**config.mk**
```make
export PLATFORM = sky130hd
export DESIGN_NAME = child_slot_dispatcher
export DESIGN_NICKNAME = d
export VERILOG_FILES = /design/src/rtl/child_slot_dispatcher.sv
export SDC_FILE = /design/constraint.sdc
export NUM_CORES = 1
export LEC_CHECK = 0
export ABC_AREA = 1
export CAP_MARGIN = 20
export CORE_MARGIN = 5
export CORE_UTILIZATION = 41
export DETAILED_ROUTE_END_ITERATION = 10
export PLACE_DENSITY = 0.77
export SLEW_MARGIN = 20
export SYNTH_ARGS = -nofsm -noshare
export SYNTH_HDL_FRONTEND = slang
export SYNTH_SLANG_ARGS = --single-unit
```
**constraint.sdc**
```tcl
create_clock -name clk -period 1.5 [get_ports clk]
set_input_delay 0.225 -clock clk [delete_from_list [all_inputs] [get_ports clk]]
set_output_delay 0.225 -clock clk [all_outputs]
set_load 0.02 [all_outputs]
```
**src/rtl/child_slot_dispatcher.sv**
```systemverilog
// child_slot_dispatcher
//   One-entry buffered feeder that deals transactions out to NUM_CHILD child
//   slots in strict round-robin order. A stalled slot blocks the stream, so
//   no slot is ever skipped. Completed dispatches are counted (saturating).
//
// Ports
//   clk        : single clock, all state on the rising edge
//   rst        : synchronous active-high reset
//   in_valid   : upstream transaction valid
//   in_ready   : dispatcher can accept this cycle
//   in_data    : upstream payload
//   out_valid  : one-hot valid toward the target slot (zero when empty)
//   out_ready  : per-slot ready; only the selected slot's bit is used
//   out_data   : held payload, shared by all slots
//   out_sel    : index of the current target slot (valid even when empty)
//   busy       : holding register occupied
//   disp_count : number of completed dispatches, saturating
//
// State | meaning
// EMPTY | holding register free; out_valid is zero
// FULL  | holding register occupied; out_valid = one-hot(ptr)

module child_slot_dispatcher #(
  parameter int NUM_CHILD = 5,
  parameter int DATA_W    = 16,
  parameter int CNT_W     = 16,
  localparam int SEL_W    = $clog2(NUM_CHILD)
) (
  input  logic                 clk,
  input  logic                 rst,
  input  logic                 in_valid,
  output logic                 in_ready,
  input  logic [DATA_W-1:0]    in_data,
  output logic [NUM_CHILD-1:0] out_valid,
  input  logic [NUM_CHILD-1:0] out_ready,
  output logic [DATA_W-1:0]    out_data,
  output logic [SEL_W-1:0]     out_sel,
  output logic                 busy,
  output logic [CNT_W-1:0]     disp_count
);

  typedef enum logic {
    EMPTY = 1'b0,
    FULL  = 1'b1
  } state_t;

  state_t             state_q, state_d;
  logic [SEL_W-1:0]   ptr_q;
  logic [DATA_W-1:0]  data_q;
  logic [CNT_W-1:0]   cnt_q;
  logic               in_fire;
  logic               out_fire;

  always_ff @(posedge clk) begin
    if (rst) begin
      state_q <= EMPTY;
      ptr_q   <= '0;
      data_q  <= '0;
      cnt_q   <= '0;
    end else begin
      state_q <= state_d;
      if (in_fire) begin
        data_q <= in_data;
      end
      if (out_fire) begin
        ptr_q <= (ptr_q == SEL_W'(NUM_CHILD - 1)) ? '0 : ptr_q + 1'b1;
        if (cnt_q != '1) begin
          cnt_q <= cnt_q + 1'b1;
        end
      end
    end
  end

  // in_ready looks through out_ready[ptr] so a draining entry can be
  // replaced in the same cycle, giving one transaction per cycle.
  always_comb begin
    state_d   = state_q;
    out_valid = '0;
    out_fire  = 1'b0;
    in_ready  = 1'b0;
    in_fire   = 1'b0;
    case (state_q)
      EMPTY: begin
        in_ready = 1'b1;
        in_fire  = in_valid;
        if (in_fire) begin
          state_d = FULL;
        end
      end
      FULL: begin
        out_valid[ptr_q] = 1'b1;
        out_fire         = out_ready[ptr_q];
        in_ready         = out_fire;
        in_fire          = in_valid & out_fire;
        if (out_fire && !in_fire) begin
          state_d = EMPTY;
        end
      end
      default: state_d = EMPTY;
    endcase
  end

  assign out_data   = data_q;
  assign out_sel    = ptr_q;
  assign busy       = (state_q == FULL);
  assign disp_count = cnt_q;

endmodule

```
==> metrics, run 1 <==
status=finished, violations left; failing checks=setup timing; grt ovf=0; clk sinks=36; cells after synthesis=271; Design Power=2480 µW; Clock Path Buffers=2; CTS buffer count=5; Lkg Pwr=0.00167 µW; fin crit share=108%; layout cells sized above 1=37.0%; clock latency at the later pin of the worst-skew pair=0.31 ns; initial antenna violation count=0; core area=0.00441 mm²; maximum vdd drop=0.511 mV; wire length per cell=15.8 µm; area fraction of the dominant cell type after synthesis=38.1%; Post-DRT Antenna Nets=0; Ys Warns=0; maxcap violations=0; Iteration-0 DRC Markers=132; dpl hpwl=3790 µm; final wirelength=6760 µm; endpoint class of the critical path=flop; fin. max-slew vios=0; final net count=402; syn_nets=298; Die Area=0.00607 mm²; design area=0.00339 mm²; RSZ-0062 raised after global routing=true; GRT Util Overall=18.9%; # rows=24; Clock Pin Slew Worst Setup and Hold Paths=0.09 ns; first-pass GRT wire length=9320 µm; Synth area leader=dfxtp_1; Synth Cell Area=0.00189 mm²; Die Y=77.9 µm; PwrDens=730 mW/mm²; depth of the CTS H-tree=2; # fillers=298; Root Buffer=clkbuf_8; vias in the first global route=1993; Layout Skew=0.0143 ns; critical path's slowest cell=dfxtp_4; Via density=5.38; Fin. Hold Viols=0; Worst EP arrival=1.86 ns; vias=2304; Port-buffer cells=65; Hold-fix buffers, CTS=0; Cell Area, Placed=0.00280 mm²; crit path launch type=flop; Final WS setup=-0.119 ns; Period minus WS final=1.62 ns; R2R Path Start=out_sel[1]; Slew headroom=66.5%; largest net degree at the start of global routing=20; syn_area_per_cell=6.98 µm²; post-synthesis sequential area ratio=38.1%; crit-path max cell delay=0.41 ns; final non-filler cell total=428; Diodes inserted=0; Starting Density=42.9%; setup slack at placement=-0.377 ns; HP Start=out_data[13]; Yosys reg bits=36; Setup crit start=out_sel[1]; DRT Pass-1 Iters=4; top achievable clock speed=0.618 GHz; final core utilization=76.8%; worst hold path class=reg -> reg; Synth-to-Final Area Change=79.2%; # DRC=0; Die X=77.9 µm; cell mode on critical path=nor2_4; Placed Cells=405; CP required=1.74 ns; critical path type=reg -> reg; most frequent cells in the layout=nand2_1, nor2_1, buf_4; CTS tree=yes; # IOs=66; synth unique cells=28; worst slew pin tran=0.502 ns; Crit Path Max Fanout=5; gp weighted congestion=0.835; largest cells by area after synthesis=dfxtp_1, nand2_1, nor2_1; worst path cell trace=inv_4 > nor2_4 > nand3_2 > nand2_2 > nor2_4 > buf_6 > nor2_4 > buf_6 > buf_16 > nand3_1 > a21oi_2; final setup violation count=27
[Yosys cell counts, drive strengths merged]
library cell and n:
o21ai 19, clkbuf 4, inv 20, a21oi 19, nand3 29, nor2 60
xor2 4, buf 7, ha 3, nand4 6, nand2 57, nor4 3
xnor2 3, nand3b 1, dfxtp 36
[kinds of logic (layout without fill, tap and decap cells)]
group,Yosys count,in the layout,share of synthesized area [%]
adders and majority gates,3,3,1.98
xor gates and xnor gates,7,7,3.24
AOI/OAI and AO/OA,38,38,10.6
buffers and inverters,31,134,7.87
and+or+nand+nor,156,158,38.2
DFF,36,36,38.1
[worst max-delay path, delay by kind of cell, from the launching register on]
kind	cells	cell delay (ns)
and+or+nand+nor	6	0.56
buffers and inverters	4	0.44
DFF	1	0.41
AOI/OAI and AO/OA	1	0.13
[metrics by stage]
stage	hold slack [ns]	setup TNS [ns]
after floorplan	0.359	-0.571
after global placement	0.460	-8.80
after detailed placement	0.473	-9.67
after CTS	0.490	-1.83
after global routing	0.514	-4.35
final	0.485	-1.55
[flip-flops by register name, indices dropped and copies added (netlist names)]
register / flops
busy: 1
disp_count: 16
out_data: 16
out_sel: 3
[layer usage]
| metal | track usage, % | vias to the layer above | share of wire (%) |
|---|---|---|---|
| li1 | - | 1093 | - |
| met1 | 21.4 | 1083 | 36 |
| met2 | 31.5 | 101 | 51 |
| met3 | 7.06 | 27 | 8.6 |
| met4 | 8.61 | 0 | 3.7 |
| met5 | 0 | - | 0 |
[where the power goes]
part | switching, µW | internal [µW]
sequential | 42.6 | 1000
combinational | 339 | 330
clock | 388 | 376
total | 770 | 1710
[layout make-up]
class	count	area (µm²)	area share, %
Multi-Input combinational cell	206	1320	38.8
Timing Repair Buffer	105	1070	31.5
Sequential cell	36	742	21.9
Inverter	20	92.6	2.73
Clock buffer	6	82.6	2.44
Tap cell	52	65.1	1.92
Clock inverter	2	13.8	0.406
Timing Repair inverter	1	11.3	0.332
[path summary, 6_finish.rpt]
check / end / depth (start not counted) / slack, ns
worst max-delay path: disp_count[5] / 11 / -0.12
worst min-delay path: out_data[13] / 2 / 0.48
worst max register to register: disp_count[5] / 11 / -0.12
worst min register to register: out_data[13] / 2 / 0.48
[what timing repair did]
action / in CTS / in global routing
gates resized for setup: 72 / 86
buffers inserted: 7 / 4
cloned: 3 / 4
endpoints found under the setup margin: 59 / 55
pin swaps: 15 / 19
Power figures use the tool's default switching activity.
==> inputs of run 2 (changes only) <==
--- a/config.mk
+++ b/config.mk
@@ -6,11 +6,12 @@
 export NUM_CORES = 1
 export LEC_CHECK = 0
 export ABC_AREA = 1
-export CAP_MARGIN = 20
+export CELL_PAD_IN_SITES_DETAIL_PLACEMENT = 1
+export CELL_PAD_IN_SITES_GLOBAL_PLACEMENT = 1
 export CORE_MARGIN = 5
-export CORE_UTILIZATION = 41
+export CORE_UTILIZATION = 28
 export DETAILED_ROUTE_END_ITERATION = 10
-export PLACE_DENSITY = 0.77
+export PLACE_DENSITY_LB_ADDON = 0.1
 export SLEW_MARGIN = 20
 export SYNTH_ARGS = -nofsm -noshare
 export SYNTH_HDL_FRONTEND = slang
==> metrics, run 2 (synthesis results as in run 1) <==
endpoint class of the critical path=output pin; first-pass GRT wire length=11000 µm; Root Buffer=clkbuf_8; critical path type=reg -> out; Crit Path Max Fanout=5; HP Start=out_data[10]; final net count=402; final setup TNS=-0.672 ns; PwrDens=728 mW/mm²; layout cells sized above 1=35.1%; hold depth=2; R2R cell count=11; clk sinks=36; Slew headroom=60.4%; status=finished, violations left; # fillers=816; Sw Share=29.5%; most common cell after layout, fill and taps aside=nor2_1; Synth-to-Final Area Change=81.4%; dpl hpwl=4320 µm; final setup violation count=23; failing checks=setup timing; worst slew pin tran=0.594 ns; worst hold slack=0.477 ns; Starting Density=28.3%; Iteration-0 DRC Markers=63; Hold Path End=out_data[10]; area occupied by registers=742 µm²; Lkg Pwr=0.00156 µW; part of the power in registers=41.7%; P_int=1760 µW; area occupied by multi-input gates=0.00132 mm²; Placed Cells=434; Port-buffer cells=65; depth of the CTS H-tree=2; largest net degree at the start of global routing=20; Final WS setup=-0.142 ns; wire length per cell=15.0 µm; core area=0.00668 mm²; Clock Path Buffers=2; # rows=30; Die X=92.2 µm; Design Power=2500 µW; Worst EP arrival=1.42 ns; final non-filler cell total=456; CP required=1.27 ns; Clock Pin Slew Worst Setup and Hold Paths=0.07 ns; Die Area=0.00850 mm²; initial antenna violation count=0; Fin. Hold Viols=0; RSZ-0062 raised after global routing=true; most frequent cells in the layout=nor2_1, nand2_1, buf_4; crit path launch type=flop; Period minus WS final=1.64 ns; Die Y=92.2 µm; # DRC=0; CTS tree=yes; grt ovf=0; R2R Path Start=out_sel[1]; flop-to-flop setup slack=-0.07 ns; Diodes inserted=0; Layout Skew=0.00367 ns; Post-DRT Antenna Nets=0; worst reg2reg endpoint=out_sel[2]; DRT Pass-1 Iters=4; final wirelength=6830 µm; fin. max-slew vios=0; final core utilization=51.4%; GRT Util Overall=16.2%; Via density=4.74; maximum vdd drop=0.484 mV; fin crit share=109%; vias in the first global route=2289; clock latency at the later pin of the worst-skew pair=0.29 ns; gp weighted congestion=0.755; # IOs=66; vias=2162; Net Sw Power=737 µW; maxcap violations=0; top achievable clock speed=0.609 GHz; Clock power frac=31.8%; worst hold path class=reg -> reg; CTS buffer count=5; Logic pwr share=26.6%
==> run 2: cell count changes in the layout (fill, tap and decap cells not counted), sizes merged <==
cell,change
buf,+5
clkdlybuf4s50,+5
dlymetal6s2s,-5
nand2,-2
clkinv,-1
dlygate4sd2,-1
inv,-1
==> run 2: how the worst max path moves through the flow <==
| stage | startpoint | endpoint |
|---|---|---|
| after floorplan | out_sel[0] | out_data[10] |
| after global placement | out_ready[2] | in_ready |
| after detailed placement | out_ready[2] | in_ready |
| after CTS | out_sel[1] | out_valid[4] |
| after global routing | out_sel[1] | out_sel[2] |
| final | out_sel[1] | out_valid[0] |
==> run 2: critical path, stage by stage (launching register included) <==
cell and delay [ns]:
dfxtp_4 0.38, buf_4 0.16, buf_6 0.13, nor4_4 0.25, buf_4 0.21
==> run 2: cell type report <==
| cell class | instances | share of cell area (%) |
|---|---|---|
| clock inverters | 1 | 0.146 |
| inverters | 20 | 2.55 |
| well taps | 80 | 2.92 |
| clock buffers | 7 | 2.84 |
| multi-input cells | 204 | 38.5 |
| flip-flops and latches | 36 | 21.6 |
| repair buffers | 108 | 31.5 |
==> run 2: through the flow <==
stage                     area, µm²  setup WS (ns)
after global placement         2850         -0.382
after global routing           3430         -0.197
after CTS                      3270         -0.127
final                          3430         -0.142
after detailed placement       2850         -0.403
after floorplan                1930        -0.0450
==> run 2: routing by layer <==
metal / global-route usage [%] / vias up / share of wire [%]
met4: 5.32 / 0 / 1.4
met1: 18.6 / 1017 / 43
met5: 0 / - / 0
met2: 28.8 / 49 / 50
met3: 4.51 / 10 / 6.0
li1: - / 1086 / -
==> run 2: power groups by stage <==
| stage | logic, µW | registers [µW] | clock network, µW |
|---|---|---|---|
| after floorplan | 189 | 1120 | 0 |
| after global placement | 506 | 1060 | 0 |
| after detailed placement | 511 | 1060 | 0 |
| after CTS | 628 | 1040 | 826 |
| after global routing | 718 | 1050 | 863 |
| final | 664 | 1040 | 793 |
==> run 2: what timing repair did <==
item | in CTS | in global routing
cloned | 3 | 0
gates resized for setup | 109 | 42
buffers inserted | 11 | 1
pin swaps | 28 | 11
setup endpoints to repair | 62 | 51
hold buffers | 0 | 0
==> edit (config.mk and constraints of run 1) <==
Reset style: asynchronous (`rst`), changed in one clocked block. Comments in the files are not updated.
--- a/src/rtl/child_slot_dispatcher.sv
+++ b/src/rtl/child_slot_dispatcher.sv
@@ -51,7 +51,7 @@
   logic               in_fire;
   logic               out_fire;
 
-  always_ff @(posedge clk) begin
+  always_ff @(posedge clk or posedge rst) begin
     if (rst) begin
       state_q <= EMPTY;
       ptr_q   <= '0;
Formal check against the unedited RTL: differs if rst is asserted again (counterexample within 4 cycles, from zero or initial values and one cycle with rst high); with rst held inactive, the same outputs for 10 cycles.
==> edit against run 1 <==
  * The run still ends with setup timing left
  * Worst setup slack gained 0.073 ns
  * Critical path type is now reg2out
  * Register-to-register slack improved by 0.11 ns
  * Hold slack worse by 0.22 ns
  * Critical endpoint is now in_ready
  * Area after synthesis up 9.9%
  * Routed wire length down 21%
  * Cell area shrank 6.6%
  * Sequential cell count is the same
Power is not compared: it rests on default switching activity, and its combinational part moved more than twofold at a synthesized area within 25%.
==> edit: results (changes against run 1) <==
* M2 GR Usage at 0.2898 (-0.02487)
* Setup TNS Final at -0.1001 ns (+1.454 ns)
* ClkCell Share at 0.02845 (about the same)
* Path depth of the worst reg2reg path at 9 (-2)
* Inverters at 22 (+4.8%)
* Share of cells above drive strength 1 at 0.2599 (-0.1098)
* Post-cts sizing count at 62 (-14%)
* Largest net degree at the start of global routing at 23 (+15%)
* Buffers, non-clock at 91 (-13%)
* Via density at 4.722 (-12%)
* Endpoints failing setup at 6 (-78%)
* Sequential share of cell area at 0.2864 (+0.06755)
* Reg2reg end: disp_count[8]
* Slowest cell delay on critical path at 0.46 ns (+0.05 ns)
* Crit-path max FO at 6 (+1)
* Met3 wire length at 434 um (-25%)
* Hold WC Path Type: in2async
* Vias in the first global route at 1973 (-1.0%)
* First DRT Iteration DRCs at 139 (+5.3%)
* Area contributors post-synth: dfrtp_1, nand2_1, nand3_1
* Status: complete, but fails checks
* Failing checks: setup timing
* Setup ws final at -0.04570 ns (+0.07306 ns)
* Hold_ws at 0.2643 ns (-0.2203 ns)
* First-pass GRT wire length at 8818 um (-5.4%)
* Routed len/inst at 12.65 um (-20%)
* Multi-input logic area at 1111 um^2 (-16%)
-- edit: changes by cell type in the layout (fill, tap and decap cells not counted), sizes merged, moves of 3 or more --
cell	before	now
a21oi	19	2
buf	45	33
clkbuf	7	10
dfrtp	0	36
dfxtp	36	0
nand2	59	115
nand3	29	25
nor2	60	22
nor3	0	3
o21ai	19	6
xnor2	3	7
-- edit: kinds of logic (layout without fill, tap and decap cells) --
kind of cell / count (synthesis) / count (layout) / share of synthesized area
AO/OA/AOI/OAI: 8 / 8 / 0.01925
flip-flops: 36 / 36 / 0.4332
buffers and inverters: 30 / 121 / 0.06799
adder cells (fa/ha/maj): 3 / 3 / 0.01805
XOR/XNOR: 11 / 11 / 0.04633
AND/OR/NAND/NOR: 174 / 175 / 0.4152
-- edit: power by group --
part           internal, W  switching [W]  total (W)
Combinational     0.000148       0.000151   0.000299
Sequential         0.00102      0.0000275    0.00105
Clock             0.000374       0.000327   0.000701
Total              0.00154       0.000506    0.00205
-- edit: worst min-delay path, delay by kind of cell --
family,cells,cell delay (ns)
buffers and inverters,3,0.68
-- edit: metrics by stage --
stage | power (W) | instance area, um^2 | std cells | setup WS, ns
after floorplan | 0.001190 | 2092 | 262 | -0.04297
after global placement | 0.001376 | 2934 | 409 | -0.3768
after detailed placement | 0.001381 | 2934 | 409 | -0.4162
after CTS | 0.002089 | 3014 | 419 | -0.08740
after global routing | 0.002154 | 3167 | 424 | -0.1139
final | 0.002049 | 3167 | 424 | -0.04570
-- edit: worst max-delay path by stage --
stage                       startpoint       endpoint  depth (start not counted)
final                       out_sel[0]       in_ready                          5
after global routing        out_sel[1]  disp_count[8]                          9
after CTS                   out_sel[1]   out_valid[4]                          3
after detailed placement  out_ready[3]       in_ready                          6
after global placement    out_ready[1]       in_ready                          6
after floorplan                   busy   out_valid[1]                          3
